--- src/rtl/fp_pkg.sv ---
// Shared IEEE-754 single-precision definitions for the ALU floating-point units.
package fp_pkg;

   localparam int unsigned FP_BIAS = 127;
   localparam int unsigned EXP_W   = 8;
   localparam int unsigned MANT_W  = 23;

   typedef struct packed {
      logic              sign;
      logic [EXP_W-1:0]  exp;
      logic [MANT_W-1:0] mant;
   } fp32_t;

   localparam logic [31:0] QNAN = 32'h7FC0_0000;
   localparam logic [31:0] INF  = 32'h7F80_0000;

   typedef enum logic [1:0] {IDLE, DIVIDE, PACK, DONE} div_state_t;

   function automatic logic [31:0] fp_inf(input logic s);
      return INF | {s, 31'b0};
   endfunction

   function automatic logic [31:0] fp_zero(input logic s);
      return {s, 31'b0};
   endfunction

endpackage

--- src/rtl/mantissa_divider.sv ---
// Radix-2 restoring significand divider: one quotient bit per cycle after start.
module mantissa_divider #(
   parameter int unsigned QBITS = 26
) (
   input  logic             clk,
   input  logic             rst,
   input  logic             start,
   input  logic [23:0]      dividend,
   input  logic [23:0]      divisor,
   output logic [QBITS-1:0] q,
   output logic             rem_nz,
   output logic             done
);
   localparam int unsigned CNT_W = $clog2(QBITS + 1);

   logic [24:0]      r_rem;
   logic [QBITS-1:0] r_q;
   logic [CNT_W-1:0] r_cnt;
   logic             r_done;
   logic [25:0]      w_diff;
   logic             w_ge;
   logic             w_unused_msb;

   assign w_diff       = {1'b0, r_rem} - {2'b00, divisor};
   assign w_ge         = ~w_diff[25];
   // A non-negative difference is always below the divisor, so bit 24 is zero.
   assign w_unused_msb = w_diff[24];

   // done is high during the cycle in which the final quotient bit is produced.
   always_ff @(posedge clk) begin
      if (rst) begin
         r_rem  <= '0;
         r_q    <= '0;
         r_cnt  <= '0;
         r_done <= 1'b0;
      end else if (start) begin
         r_rem  <= {1'b0, dividend};
         r_q    <= '0;
         r_cnt  <= CNT_W'(QBITS);
         r_done <= 1'b0;
      end else if (r_cnt != '0) begin
         r_q    <= {r_q[QBITS-2:0], w_ge};
         r_rem  <= w_ge ? {w_diff[23:0], 1'b0} : {r_rem[23:0], 1'b0};
         r_cnt  <= r_cnt - 1'b1;
         r_done <= (r_cnt == CNT_W'(2));
      end
   end

   assign q      = r_q;
   assign rem_nz = |r_rem;
   assign done   = r_done;

endmodule

--- src/rtl/fp_divider.sv ---
// Sequential IEEE-754 single-precision divider with valid/ready on both sides.
// FP_DIV_ROUND_EN selects round-to-nearest-even; otherwise results truncate.
module fp_divider
   import fp_pkg::*;
#(
   parameter int unsigned QBITS = 26
) (
   input  logic        clk,
   input  logic        rst,
   input  logic        in_valid,
   output logic        in_ready,
   input  logic [31:0] in1,
   input  logic [31:0] in2,
   output logic        out_valid,
   input  logic        out_ready,
   output logic [31:0] out,
   output logic        div_by_zero
);
   div_state_t         r_state;
   logic               r_sign;
   logic signed [9:0]  r_exp;
   logic [23:0]        r_mb;
   logic               r_special;
   logic [31:0]        r_spec_res;
   logic               r_spec_dz;
   logic [31:0]        r_res;
   logic               r_res_dz;

   fp32_t              w_a;
   fp32_t              w_b;
   logic               w_sign;
   logic               w_a_zero, w_a_inf, w_a_nan;
   logic               w_b_zero, w_b_inf, w_b_nan;
   logic signed [9:0]  w_exp;
   logic               w_special;
   logic               w_spec_dz;
   logic [31:0]        w_spec_res;
   logic               w_start;
   logic [QBITS-1:0]   w_q;
   logic               w_rem_nz;
   logic               w_done;
   logic [MANT_W-1:0]  w_mant;
   logic               w_guard;
   logic               w_sticky;
   logic signed [9:0]  w_exp_n;
   logic               w_inc;
   logic               w_carry;
   logic [MANT_W-1:0]  w_mant_rnd;
   logic signed [9:0]  w_exp_rnd;
   logic [31:0]        w_pack;

   assign w_a      = in1;
   assign w_b      = in2;
   assign w_sign   = w_a.sign ^ w_b.sign;
   // Denormals (exp == 0) are treated as zero.
   assign w_a_zero = (w_a.exp == '0);
   assign w_b_zero = (w_b.exp == '0);
   assign w_a_inf  = (&w_a.exp) & (w_a.mant == '0);
   assign w_b_inf  = (&w_b.exp) & (w_b.mant == '0);
   assign w_a_nan  = (&w_a.exp) & (|w_a.mant);
   assign w_b_nan  = (&w_b.exp) & (|w_b.mant);
   assign w_exp    = $signed({2'b00, w_a.exp}) - $signed({2'b00, w_b.exp})
                   + $signed(10'(FP_BIAS));

   // Special operand classes bypass the iterative core.
   always_comb begin
      w_special  = 1'b1;
      w_spec_dz  = 1'b0;
      w_spec_res = QNAN;
      if (w_a_nan | w_b_nan | (w_a_zero & w_b_zero) | (w_a_inf & w_b_inf)) begin
         w_spec_res = QNAN;
      end else if (w_b_zero) begin
         w_spec_res = fp_inf(w_sign);
         w_spec_dz  = 1'b1;
      end else if (w_a_inf) begin
         w_spec_res = fp_inf(w_sign);
      end else if (w_a_zero | w_b_inf) begin
         w_spec_res = fp_zero(w_sign);
      end else begin
         w_special  = 1'b0;
      end
   end

   assign w_start = (r_state == IDLE) & in_valid & ~w_special;

   mantissa_divider #(.QBITS(QBITS)) u_mdiv (
      .clk      (clk),
      .rst      (rst),
      .start    (w_start),
      .dividend ({1'b1, w_a.mant}),
      .divisor  (r_mb),
      .q        (w_q),
      .rem_nz   (w_rem_nz),
      .done     (w_done)
   );

   // Normalise: a quotient below 1.0 shifts left one place and costs an exponent step.
   always_comb begin
      w_mant   = '0;
      w_guard  = 1'b0;
      w_sticky = 1'b0;
      w_exp_n  = r_exp;
      if (w_q[QBITS-1]) begin
         w_mant   = w_q[QBITS-2:2];
         w_guard  = w_q[1];
         w_sticky = w_q[0] | w_rem_nz;
      end else begin
         w_mant   = w_q[QBITS-3:1];
         w_guard  = w_q[0];
         w_sticky = w_rem_nz;
         w_exp_n  = r_exp - 10'sd1;
      end
   end

`ifdef FP_DIV_ROUND_EN
   assign w_inc = w_guard & (w_sticky | w_mant[0]);
`else
   logic w_unused_rnd;
   assign w_inc        = 1'b0;
   assign w_unused_rnd = &{1'b0, w_guard, w_sticky};
`endif

   assign {w_carry, w_mant_rnd} = {1'b0, w_mant} + 24'(w_inc);
   assign w_exp_rnd = w_exp_n + $signed({9'b0, w_carry});

   always_comb begin
      if (w_exp_rnd >= 10'sd255) begin
         w_pack = fp_inf(r_sign);
      end else if (w_exp_rnd <= 10'sd0) begin
         w_pack = fp_zero(r_sign);
      end else begin
         w_pack = {r_sign, w_exp_rnd[7:0], w_mant_rnd};
      end
   end

   // Control FSM; DONE spends its first cycle presenting the packed result.
   always_ff @(posedge clk) begin
      if (rst) begin
         r_state     <= IDLE;
         in_ready    <= 1'b1;
         out_valid   <= 1'b0;
         out         <= '0;
         div_by_zero <= 1'b0;
         r_sign      <= 1'b0;
         r_exp       <= '0;
         r_mb        <= '0;
         r_special   <= 1'b0;
         r_spec_res  <= '0;
         r_spec_dz   <= 1'b0;
         r_res       <= '0;
         r_res_dz    <= 1'b0;
      end else begin
         case (r_state)
            IDLE: begin
               if (in_valid) begin
                  r_sign     <= w_sign;
                  r_exp      <= w_exp;
                  r_mb       <= {1'b1, w_b.mant};
                  r_special  <= w_special;
                  r_spec_res <= w_spec_res;
                  r_spec_dz  <= w_spec_dz;
                  in_ready   <= 1'b0;
                  r_state    <= w_special ? PACK : DIVIDE;
               end
            end
            DIVIDE: begin
               if (w_done) r_state <= PACK;
            end
            PACK: begin
               r_res    <= r_special ? r_spec_res : w_pack;
               r_res_dz <= r_special & r_spec_dz;
               r_state  <= DONE;
            end
            DONE: begin
               if (out_valid && out_ready) begin
                  out_valid <= 1'b0;
                  in_ready  <= 1'b1;
                  r_state   <= IDLE;
               end else if (!out_valid) begin
                  out_valid   <= 1'b1;
                  out         <= r_res;
                  div_by_zero <= r_res_dz;
               end
            end
            default: r_state <= IDLE;
         endcase
      end
   end

endmodule
--- config.mk ---
export PLATFORM = sky130hd
export DESIGN_NAME = fp_divider
export DESIGN_NICKNAME = d
export VERILOG_FILES = /design/src/rtl/fp_pkg.sv /design/src/rtl/mantissa_divider.sv /design/src/rtl/fp_divider.sv
export SDC_FILE = /design/constraint.sdc
export NUM_CORES = 1
export LEC_CHECK = 0
export ABC_AREA = 1
export BUFFER_PORTS_ARGS = -buffer_cell sky130_fd_sc_hd__buf_2
export CAP_MARGIN = 5
export CORE_MARGIN = 8
export CORE_UTILIZATION = 51
export CTS_BUF_LIST = sky130_fd_sc_hd__clkbuf_4 sky130_fd_sc_hd__clkbuf_8
export DETAILED_ROUTE_END_ITERATION = 8
export GPL_ROUTABILITY_DRIVEN = 1
export PLACE_DENSITY = 0.67
export SLEW_MARGIN = 40
export SYNTH_ARGS = -nofsm -noshare
export SYNTH_HDL_FRONTEND = slang
export SYNTH_HIERARCHICAL = 1
export SYNTH_SLANG_ARGS = --single-unit
--- constraint.sdc ---
create_clock -name clk -period 6.7 [get_ports clk]
set_input_delay 1.005 -clock clk [delete_from_list [all_inputs] [get_ports clk]]
set_output_delay 1.005 -clock clk [all_outputs]
set_load 0.02 [all_outputs]
==> results of run 1 <==
-- registers in the layout (all words and copies together), names as in the netlist, 2 cells and up --
register      flops
r_res            32
u_mdiv/r_rem     25
r_mb             24
r_state           2
out              32
r_exp            10
r_spec_res        3
u_mdiv/r_cnt      5
u_mdiv/q         26
-- worst max path at each step --
stage	slack (ns)	cells past startpoint	to
after floorplan	3.63	17	u_mdiv/r_rem[21]
after global placement	2.43	16	u_mdiv/r_rem[18]
final	3.23	12	u_mdiv/q[5]
after detailed placement	2.79	12	u_mdiv/q[5]
after CTS	3.28	12	u_mdiv/q[2]
after global routing	2.93	12	u_mdiv/q[2]
-- metrics by stage --
stage / utilization / hold slack, ns / std cells / setup WS [ns] / instance area [µm²]
after CTS: 0.563 / 0.462 / 1893 / 3.28 / 11300
final: 0.563 / 0.459 / 1893 / 3.23 / 11300
after global routing: 0.563 / 0.490 / 1893 / 2.93 / 11300
after floorplan: - / 0.422 / 1543 / 3.63 / 10300
after global placement: 0.544 / 0.438 / 1861 / 2.43 / 10900
after detailed placement: 0.544 / 0.447 / 1861 / 2.79 / 10900
-- cell type report --
type	count	area share
inverter	212	0.0706
timing repair buffer	112	0.0519
tap	270	0.0300
multi-input combinational	1100	0.518
sequential	167	0.296
clock buffer	18	0.0214
clock inverter	14	0.0122
-- routing by layer --
layer | global-route usage | vias up | share of wire
li1 | - | 5086 | -
met3 | 0.0374 | 19 | 0.055
met1 | 0.307 | 4579 | 0.49
met2 | 0.354 | 222 | 0.45
met4 | 0.0467 | 0 | 0.0099
met5 | 0 | - | 0
-- worst reg2reg max path: cells and delay by family (launching register included) --
kind / cells / cell delay [ns]
AND/OR/NAND/NOR: 8 / 1.31
AO/OA/AOI/OAI: 2 / 0.81
adder cells (fa/ha/maj): 1 / 0.38
flip-flops: 1 / 0.35
buffers and inverters: 2 / 0.15
-- power by group through the flow --
stage	clock network, µW	registers [µW]	logic (µW)
final	721	1350	3040
after floorplan	0	1360	2460
after global routing	786	1370	3440
after detailed placement	0	1370	3010
after CTS	743	1350	3020
after global placement	0	1360	2970
==> results.rst, run 1 <==
.. list-table::
   :header-rows: 1

   * - Metric
     - Value
   * - Warnings, synthesis
     - 6
   * - Path class of the lowest-slack min-delay path
     - reg -> reg
   * - Reg2reg end
     - u_mdiv/r_rem[20]
   * - Start-to-end type of the worst setup path
     - in -> reg
   * - Worst Setup End Kind
     - flop
   * - Launch point of the worst path
     - in2[20]
   * - Drt pass-1 iters
     - 5
   * - DR iter-0 viols
     - about 660
   * - Remaining design rule violation count
     - 0
   * - Slowest Stage Delay on Critical Path
     - 0.56 ns
   * - Transition time at the pin with the least slew margin
     - 0.826 ns
   * - Combined global-route utilization of all metal layers
     - 0.221
   * - Share of final-layout standard cells stronger than drive strength 1
     - 0.162
   * - Final Cycle Share
     - 0.518
   * - Number of violations of the max-capacitance limit
     - 0
   * - Sum of overflow across all layers after global routing
     - 0
   * - Cell area after technology mapping
     - 10300 µm²
   * - Data arrival time of the critical path
     - 3.79 ns
   * - Worst-Skew Late Latency
     - 0.47 ns
   * - Number of buffers inserted by port buffering
     - about 100
   * - Remaining antenna violation count after routing
     - 0
   * - Post-detailed-route wirelength per cell
     - 14.1 µm
   * - Outcome
     - finished clean
   * - Average cell area after synthesis
     - 6.68 µm²
   * - Die width
     - around 160 µm
   * - Total power of the final layout
     - slightly above 5000 µW
   * - Final Slew Violations
     - 0
   * - Diode count
     - 0
   * - DPL Wire Length
     - 19600 µm
   * - Via count of the first global-routing pass
     - 9433
   * - Root cell of the clock tree
     - sky130_fd_sc_hd__clkbuf_8
   * - Hold Crit Depth
     - 1
   * - Cell internal pwr
     - 2510 µW
   * - Global-route wire length before repair
     - between 40000 and 50000 µm
   * - # Post-CTS Setup Buffers
     - 0
   * - Maximum number of buffers from clock root to sink
     - 2
   * - Number of vias per cell after detailed routing
     - 5.23
   * - Clock tree skew after final layout
     - between 0.02 and 0.025 ns
   * - Worst setup slack for register-to-register paths
     - about 3.6 ns
   * - Quantity of gates resized following cts
     - 0
   * - Wire length after detailed routing
     - about 27000 µm
   * - Largest net degree at the start of global routing
     - 67
   * - # hold bufs at CTS
     - 0
   * - Vertical die dimension
     - 158 µm
   * - Area of the multi-input gates
     - 5840 µm²
   * - Number of endpoints failing setup at the final stage
     - 0
   * - Most frequent standard cell in the layout excluding fill and tap cells
     - sky130_fd_sc_hd__nand2_1
   * - Combinational power share
     - 0.595
   * - Worst path required time
     - ~7.0 ns
   * - Total negative setup slack
     - 0 ns
   * - Global placer's final weighted congestion
     - 0.901
   * - Number of cell instances on the worst register-to-register path
     - 13
   * - Area enclosed by the die boundary
     - 25000 µm²
   * - Depth of the CTS H-tree
     - 4
   * - Worst-path clk slew
     - 0.09 ns
   * - Worst path most repeated cell
     - sky130_fd_sc_hd__nand3_1
   * - Min Tclk post-route
     - 3.47 ns
   * - Reg-to-reg startpoint
     - r_mb[14]
   * - Number of fill cells
     - 2047
   * - Number of buffers created by CTS
     - 17
   * - Final nets
     - 1721
   * - FMAX
     - 288 MHz
   * - Row count
     - 52
   * - Number of failing hold endpoints at the final stage
     - 0
   * - Chain of cells forming the critical path
     - buf_2, or2_2, nor3_1, nand3_1, nand2_1, nand3_1, nor2_1, nand3_1, inv_2, nor2_1, inv_1, a21oi_1
   * - Sw frac
     - 0.508
   * - Kind of launch point of the worst setup path
     - primary input
   * - Sinks on Clock Net
     - 167
   * - End of the worst hold path
     - u_mdiv/r_cnt[0]
   * - Setup repair after global routing missed its margin
     - no
   * - Total number of vias
     - 9906
   * - Most used cells in the layout excluding fill and tap cells
     - sky130_fd_sc_hd__nand2_1 (345), sky130_fd_sc_hd__nor2_1 (207), sky130_fd_sc_hd__inv_1 (199)
   * - Cell area power density
     - 453 nW/µm²
   * - Sequential standard cell area
     - 3340 µm²
   * - Sequential power share
     - 0.264
   * - CP max-delay cell
     - sky130_fd_sc_hd__inv_1
   * - Cell count after synthesis
     - 1543
   * - Syn_nets
     - ~1700
   * - Number of antenna violations at the first check in global routing
     - 0
   * - TritonCTS clock tree
     - yes
   * - VDD IR-drop max
     - 0.369 mV
   * - NetSw
     - ~2600 µW
   * - I/O pin total
     - slightly above 100
   * - Worst path buffer plus inverter count
     - 3
   * - Area Overhead vs Synth
     - 9.50%
   * - Maximum net fanout on the critical path
     - 28
   * - Initial cell density of the core
     - 0.514
   * - Cell type group with the largest total delay on the critical path
     - simple AND/OR/NAND/NOR gates
   * - Clock Power Share
     - 0.141
   * - Pleak
     - 0.00532 µW
   * - Slew headroom
     - 0.448
   * - Core footprint
     - 20000 µm²
   * - Start point of the worst min-delay path
     - u_mdiv/r_cnt[0]
Note: power is estimated with default switching activity, not from simulation.
==> run 2, diff against run 1 <==
--- a/config.mk
+++ b/config.mk
@@ -13,7 +13,7 @@
 export CTS_BUF_LIST = sky130_fd_sc_hd__clkbuf_4 sky130_fd_sc_hd__clkbuf_8
 export DETAILED_ROUTE_END_ITERATION = 8
 export GPL_ROUTABILITY_DRIVEN = 1
-export PLACE_DENSITY = 0.67
+export PLACE_DENSITY = 0.7
 export SLEW_MARGIN = 40
 export SYNTH_ARGS = -nofsm -noshare
 export SYNTH_HDL_FRONTEND = slang
==> constraint.sdc (replaced) <==
create_clock -name clk -period 3 [get_ports clk]
set_input_delay 0.45 -clock clk [delete_from_list [all_inputs] [get_ports clk]]
set_output_delay 0.45 -clock clk [all_outputs]
set_load 0.02 [all_outputs]
==> run 2 against run 1 <==
- power grew 130%
- sequential share of layout area shrank 0.29 points
- critical endpoint is now r_res[26]
- register-to-register slack lost 3.1 ns
- critical path type is now reg -> reg
- sequential power grew 120%
- count of clock-buffer cells in the layout is the same
- flip-flop and latch count is the same
- highest routed layer unchanged
- clock skew shrank 0.0040 ns
- non-clock buffer count grew 10
- combinational power grew 130%
- largest cell class unchanged
==> results.rst, run 2 (synthesized netlist as in run 1, its figures left out) <==
.. list-table::
   :header-rows: 1

   * - Metric
     - Value
   * - Sum of overflow across all layers after global routing
     - 0
   * - DPL Wire Length
     - 19700 µm
   * - # Post-CTS Setup Buffers
     - 0
   * - Largest net degree at the start of global routing
     - between 60 and 70
   * - Outcome
     - finished clean
   * - Reg2reg end
     - r_res[26]
   * - VDD IR-drop max
     - 0.503 mV
   * - Via count of the first global-routing pass
     - 9167
   * - Core footprint
     - 20000 µm²
   * - Worst setup slack for register-to-register paths
     - 0.58 ns
   * - Maximum net fanout on the critical path
     - 29
   * - Total power of the final layout
     - roughly 12000 µW
   * - Initial cell density of the core
     - 0.514
   * - Die width
     - 158 µm
   * - Worst-path clk slew
     - 0.11 ns
   * - Worst hold-check slack
     - 0.240 ns
   * - Reg-to-reg startpoint
     - u_mdiv/q[25]
   * - Sequential power share
     - 0.262
   * - Final Cycle Share
     - 0.807
   * - End of the worst hold path
     - r_mb[14]
   * - Pleak
     - between 0.005 and 0.006 µW
   * - Chain of cells forming the critical path
     - clkinv_1, buf_4, nand2_1, nand2_1, nand2_1, inv_1, nor2_1, nand3_1, nor2_1, nand3_1, nand2_1, nand2_2, nand2_1, nand2_1, a21oi_1
   * - Combinational power share
     - 0.599
   * - Vertical die dimension
     - ~160 µm
   * - Slowest Stage Delay on Critical Path
     - 0.61 ns
   * - Worst path buffer plus inverter count
     - 3
   * - Slew headroom
     - 0.506
   * - Combined global-route utilization of all metal layers
     - 0.217
   * - Most used cells in the layout excluding fill and tap cells
     - sky130_fd_sc_hd__nand2_1 (345), sky130_fd_sc_hd__nor2_1 (207), sky130_fd_sc_hd__inv_1 (201)
   * - Remaining antenna violation count after routing
     - 0
   * - Global-route wire length before repair
     - 43900 µm
   * - Global placer's final weighted congestion
     - 0.934
   * - Cell type group with the largest total delay on the critical path
     - simple AND/OR/NAND/NOR gates
   * - # hold bufs at CTS
     - 0
   * - Worst path required time
     - 3.42 ns
   * - NetSw
     - 5840 µW
   * - Total number of vias
     - between 9000 and 10000
   * - DR iter-0 viols
     - 653
   * - Share of final-layout standard cells stronger than drive strength 1
     - 0.166
   * - Data arrival time of the critical path
     - approximately 2.8 ns
   * - Hold Crit Depth
     - 3
   * - Sinks on Clock Net
     - 167
   * - Area enclosed by the die boundary
     - 25000 µm²
   * - Start-to-end type of the worst setup path
     - reg -> reg
   * - Row count
     - 52
   * - Area Overhead vs Synth
     - 10.6%
   * - Sw frac
     - 0.507
   * - Path class of the lowest-slack min-delay path
     - in -> reg
   * - Setup repair after global routing missed its margin
     - no
   * - Post-detailed-route wirelength per cell
     - 13.9 µm
   * - Worst Setup End Kind
     - flop
   * - Wire length after detailed routing
     - 26400 µm
   * - Number of cell instances on the worst register-to-register path
     - 15
   * - Cell internal pwr
     - 5660 µW
   * - Start point of the worst min-delay path
     - in2[14]
   * - Total negative setup slack
     - 0 ns
   * - Min Tclk post-route
     - 2.42 ns
   * - Drt pass-1 iters
     - 5
   * - CP max-delay cell
     - sky130_fd_sc_hd__dfxtp_1
   * - Number of endpoints failing setup at the final stage
     - 0
   * - Cell area power density
     - roughly 1000 nW/µm²
   * - Final Slew Violations
     - 0
   * - Kind of launch point of the worst setup path
     - flop
   * - Worst path most repeated cell
     - sky130_fd_sc_hd__nand2_1
   * - Worst-Skew Late Latency
     - around 0.49 ns
   * - Most frequent standard cell in the layout excluding fill and tap cells
     - sky130_fd_sc_hd__nand2_1
   * - I/O pin total
     - 103
   * - Number of buffers inserted by port buffering
     - 102
   * - Number of vias per cell after detailed routing
     - slightly above 5
   * - FMAX
     - 413 MHz
   * - TritonCTS clock tree
     - yes
   * - Transition time at the pin with the least slew margin
     - 0.739 ns
   * - Clock tree skew after final layout
     - between 0.02 and 0.025 ns
   * - Number of buffers created by CTS
     - 17
   * - Final nets
     - about 1700
   * - Maximum number of buffers from clock root to sink
     - 2
   * - Util after Layout
     - 0.568
   * - Clock Power Share
     - 0.140
   * - Root cell of the clock tree
     - sky130_fd_sc_hd__clkbuf_8
   * - Remaining design rule violation count
     - 0
   * - Number of antenna violations at the first check in global routing
     - 0
   * - Diode count
     - 0
   * - Number of failing hold endpoints at the final stage
     - 0
   * - Quantity of gates resized following cts
     - 0
   * - Number of violations of the max-capacitance limit
     - 0
   * - Depth of the CTS H-tree
     - 4
## run 2: changes by cell type in the layout (fill, tap and decap cells not counted), moves of 2 or more
cell                         previous run  this run
sky130_fd_sc_hd__buf_12                 0         2
sky130_fd_sc_hd__buf_4                 10        17
sky130_fd_sc_hd__clkinv_2               2         0
sky130_fd_sc_hd__clkinv_4               1         3
sky130_fd_sc_hd__clkinv_8               0         3
sky130_fd_sc_hd__clkinvlp_4             3         0
sky130_fd_sc_hd__inv_1                199       201
sky130_fd_sc_hd__inv_2                 10         8
## run 2: worst max-delay path by stage
stage                             from               end  slack (ns)  depth (start not counted)
final                     u_mdiv/q[25]         r_res[26]        0.58                         15
after global routing          r_exp[0]         r_res[23]        0.24                         13
after CTS                 u_mdiv/q[25]         r_res[26]        0.54                         15
after detailed placement       in2[20]      u_mdiv/q[15]        0.27                         13
after global placement         in2[20]      u_mdiv/q[12]        0.31                         13
after floorplan                in2[20]  u_mdiv/r_rem[21]        0.49                         17
## run 2: cell type report
type | count | area (µm²)
clock inverters | 14 | 150
clock buffers | 18 | 241
repair buffers | 122 | 689
multi-input cells | 1100 | 5830
well taps | 270 | 338
inverters | 212 | 796
flip-flops and latches | 167 | 3340
fillers | 2086 | 8650
## run 2: power by group through the flow
stage | registers (µW) | clock network (µW) | logic [µW]
floorplan | 3040 | 0 | 5480
global placement | 3040 | 0 | 6730
detailed placement | 3050 | 0 | 6820
CTS | 3010 | 1640 | 6850
global route | 3070 | 1740 | 7760
finish | 3010 | 1610 | 6890
## run 2: stage by stage
step	cells	instance area, µm²	worst slack (ns)
after global placement	1871	11000	0.312
after CTS	1903	11400	0.544
after floorplan	1543	10300	0.489
final	1903	11400	0.578
after detailed placement	1871	11000	0.269
after global routing	1903	11400	0.237
## run 2: worst reg2reg max path, delay by kind of cell (launching register included)
| family | cells | cell delay (ns) |
|---|---|---|
| and+or+nand+nor | 11 | 1.21 |
| buffers and inverters | 3 | 0.41 |
| DFF | 1 | 0.61 |
| AOI/OAI and AO/OA | 1 | 0.13 |
## run 2: routing by layer
layer | part of all wire | GRT usage
met4 | 0.015 | 0.0575
met2 | 0.46 | 0.349
met1 | 0.49 | 0.295
met3 | 0.042 | 0.0352
met5 | 0 | 0
==> run 3, diff against run 2 <==
--- a/config.mk
+++ b/config.mk
@@ -5,7 +5,7 @@
 export SDC_FILE = /design/constraint.sdc
 export NUM_CORES = 1
 export LEC_CHECK = 0
-export ABC_AREA = 1
+export ABC_AREA = 0
 export BUFFER_PORTS_ARGS = -buffer_cell sky130_fd_sc_hd__buf_2
 export CAP_MARGIN = 5
 export CORE_MARGIN = 8
@@ -13,7 +13,7 @@
 export CTS_BUF_LIST = sky130_fd_sc_hd__clkbuf_4 sky130_fd_sc_hd__clkbuf_8
 export DETAILED_ROUTE_END_ITERATION = 8
 export GPL_ROUTABILITY_DRIVEN = 1
-export PLACE_DENSITY = 0.7
+export PLACE_DENSITY = 0.68
 export SLEW_MARGIN = 40
 export SYNTH_ARGS = -nofsm -noshare
 export SYNTH_HDL_FRONTEND = slang
==> constraint.sdc (replaced) <==
create_clock -name clk -period 2.3 [get_ports clk]
set_input_delay 0.345 -clock clk [delete_from_list [all_inputs] [get_ports clk]]
set_output_delay 0.345 -clock clk [all_outputs]
set_load 0.02 [all_outputs]
==> run 3 against run 2 <==
- the run now ends with setup timing left
- routed wire length increased by 0.63%
- die area is 8.8% lower
- via count down 7.3%
- critical endpoint is now u_mdiv/r_rem[7]
- non-clock buffer count rose by 160
- cell area up 6.7%
- core utilization rose by 11 points
- flip-flop and latch count is the same
- highest routed layer unchanged
- power up 39%
==> results.rst, run 3 <==
.. list-table::
   :header-rows: 1

   * - Metric
     - Value
   * - Sequential standard cell area
     - 3350 µm²
   * - Cell area power density
     - 1310 nW/µm²
   * - Cells after DPL
     - 1571
   * - Global-route wire length before repair
     - 42900 µm
   * - Non-Filler Instances
     - between 1500 and 2000
   * - Remaining design rule violation count
     - 0
   * - NetSw
     - 6780 µW
   * - Hold Crit Depth
     - 3
   * - Number of buffers created by CTS
     - 17
   * - Outcome
     - finished with violations
   * - Worst-Skew Late Latency
     - approximately 0.48 ns
   * - Drt pass-1 iters
     - 5
   * - Clock Power Share
     - 0.148
   * - Total negative setup slack
     - -16.28 ns
   * - Area of the multi-input gates
     - 5920 µm²
   * - Most used cells in the layout excluding fill and tap cells
     - sky130_fd_sc_hd__nand2_1 (218), sky130_fd_sc_hd__buf_4 (170), sky130_fd_sc_hd__dfxtp_1 (162)
   * - End of the worst hold path
     - r_mb[14]
   * - Chain of cells forming the critical path
     - inv_2, ha_4, and2_4, or4_4, or3_4, a311oi_4, or2_4, o21ai_4, a31oi_4, buf_4, buf_6, buf_16, nor2_1, a211oi_2, o32ai_1
   * - Post-detailed-route wirelength per cell
     - roughly 16 µm
   * - Number of failing hold endpoints at the final stage
     - 0
   * - Largest net degree at the start of global routing
     - 48
   * - Clock tree skew after final layout
     - ~0.015 ns
   * - Start-to-end type of the worst setup path
     - reg -> reg
   * - Sequential power share
     - 0.233
   * - Area Overhead vs Synth
     - 30.7%
   * - DR iter-0 viols
     - around 600
   * - Total number of vias
     - 9149
   * - Sw frac
     - 0.425
   * - Cell area after technology mapping
     - 9300 µm²
   * - Kind of launch point of the worst setup path
     - flop
   * - Transition time at the pin with the least slew margin
     - around 0.67 ns
   * - # hold bufs at CTS
     - 0
   * - Reg2reg end
     - u_mdiv/r_rem[7]
   * - Combinational power share
     - 0.619
   * - Start point of the worst min-delay path
     - in2[14]
   * - Worst path required time
     - between 2 and 3 ns
   * - Util after Layout
     - 0.679
   * - Final Slew Violations
     - 0
   * - Number of cell instances on the worst register-to-register path
     - 15
   * - Number of buffers inserted by port buffering
     - between 100 and 150
   * - Number of fill cells
     - 1519
   * - Number of endpoints failing setup at the final stage
     - 44
   * - Sinks on Clock Net
     - 167
   * - Depth of the CTS H-tree
     - 4
   * - Worst Setup End Kind
     - flop
   * - Warnings, synthesis
     - 6
   * - Path class of the lowest-slack min-delay path
     - in -> reg
   * - Final nets
     - 1498
   * - Number of antenna violations at the first check in global routing
     - 0
   * - Final Cycle Share
     - 1.33
   * - Reg-to-reg startpoint
     - r_mb[12]
   * - Via count of the first global-routing pass
     - 8706
   * - Remaining antenna violation count after routing
     - 0
   * - Share of final-layout standard cells stronger than drive strength 1
     - 0.303
   * - Core footprint
     - 17900 µm²
   * - Wire length after detailed routing
     - 26500 µm
   * - Sum of overflow across all layers after global routing
     - 0
   * - Min setup slack post-route
     - -0.760 ns
   * - DPL Wire Length
     - 18500 µm
   * - Min Tclk post-route
     - 3.06 ns
   * - Row count
     - 49
   * - Area enclosed by the die boundary
     - between 20000 and 25000 µm²
   * - Initial cell density of the core
     - 0.519
   * - Worst setup slack for register-to-register paths
     - -0.76 ns
   * - Vertical die dimension
     - ~150 µm
   * - Diode count
     - 0
   * - Syn_nets
     - between 1000 and 1500
   * - Global placer's final weighted congestion
     - 0.908
   * - Cell count after synthesis
     - 1160
   * - Maximum number of buffers from clock root to sink
     - 2
   * - Die width
     - 151 µm
   * - Pleak
     - roughly 0.005 µW
   * - Worst setup timing slack at the placement stage
     - -0.786 ns
   * - FMAX
     - 327 MHz
   * - Number of vias per cell after detailed routing
     - 5.62
   * - Failing checks
     - setup timing
   * - VDD IR-drop max
     - 0.749 mV
   * - CP max-delay cell
     - sky130_fd_sc_hd__or4_4
   * - TritonCTS clock tree
     - yes
   * - Worst-path clk slew
     - ~0.1 ns
   * - Slowest Stage Delay on Critical Path
     - ~0.42 ns
   * - Setup repair after global routing missed its margin
     - yes
   * - Number of violations of the max-capacitance limit
     - 0
   * - Slew headroom
     - 0.551
   * - Cell internal pwr
     - 9180 µW
   * - Maximum net fanout on the critical path
     - 6
   * - Average cell area after synthesis
     - between 8 and 9 µm²
   * - Root cell of the clock tree
     - sky130_fd_sc_hd__clkbuf_8
   * - I/O pin total
     - 103
   * - Most frequent standard cell in the layout excluding fill and tap cells
     - sky130_fd_sc_hd__nand2_1
   * - Data arrival time of the critical path
     - 3.41 ns
   * - Combined global-route utilization of all metal layers
     - 0.233
[run 3: how the worst max path moves through the flow]
stage / start / to / slack [ns] / depth (start not counted)
2_1_floorplan: u_mdiv/r_rem[0] / u_mdiv/r_rem[23] / -0.58 / 14
3_3_place_gp: u_mdiv/r_rem[0] / u_mdiv/r_rem[23] / -0.74 / 14
3_5_place_dp: u_mdiv/r_rem[0] / u_mdiv/r_rem[23] / -0.79 / 14
4_1_cts: r_mb[12] / u_mdiv/r_rem[9] / -0.74 / 14
5_1_grt: r_mb[12] / u_mdiv/r_rem[9] / -0.91 / 14
6_report: r_mb[12] / u_mdiv/r_rem[7] / -0.76 / 15
[run 3: final cells by class]
type / count / area share
Multi-Input combinational cell: 866 / 0.487
Sequential cell: 167 / 0.276
Clock inverter: 15 / 0.0185
Clock buffer: 17 / 0.0193
Inverter: 53 / 0.0166
Tap cell: 229 / 0.0236
Timing Repair Buffer: 282 / 0.159
[run 3: repair_timing]
action	CTS	global route
hold endpoints to repair	0	0
pin swaps	24	46
buffers inserted	15	9
resized for setup	51	36
cloned	4	0
setup endpoints to repair	48	56
[run 3: worst max-delay path: cells and delay by family, from the launching register on]
family / cells / cell delay (ns)
fa+ha+maj: 1 / 0.22
simple gates: 5 / 1.16
compound gates: 5 / 0.82
buf+inv: 4 / 0.39
flops: 1 / 0.34
[run 3: stage by stage]
stage                     total power [µW]  hold WS, ns  cell area, µm²
after floorplan                       9200        0.427            9420
after global placement               11800        0.435           11100
after detailed placement             11900        0.442           11100
after CTS                            15400       0.0929           11900
after global routing                 17000       0.0976           12200
final                                16000        0.111           12200
[run 3: layer usage]
| layer | vias to the layer above | share of wire | track usage |
|---|---|---|---|
| met1 | 4272 | 0.46 | 0.301 |
| li1 | 4576 | - | - |
| met4 | 0 | 0.026 | 0.0955 |
| met2 | 263 | 0.46 | 0.374 |
| met3 | 38 | 0.054 | 0.0457 |
| met5 | - | 0 | 0 |
[run 3: power groups by stage]
stage | Clock, µW | Sequential, µW | Combinational, µW
final | 2360 | 3730 | 9870
after global routing | 2530 | 3770 | 10700
after CTS | 2400 | 3710 | 9290
after detailed placement | 0 | 3750 | 8180
after global placement | 0 | 3740 | 8080
after floorplan | 0 | 3640 | 5560
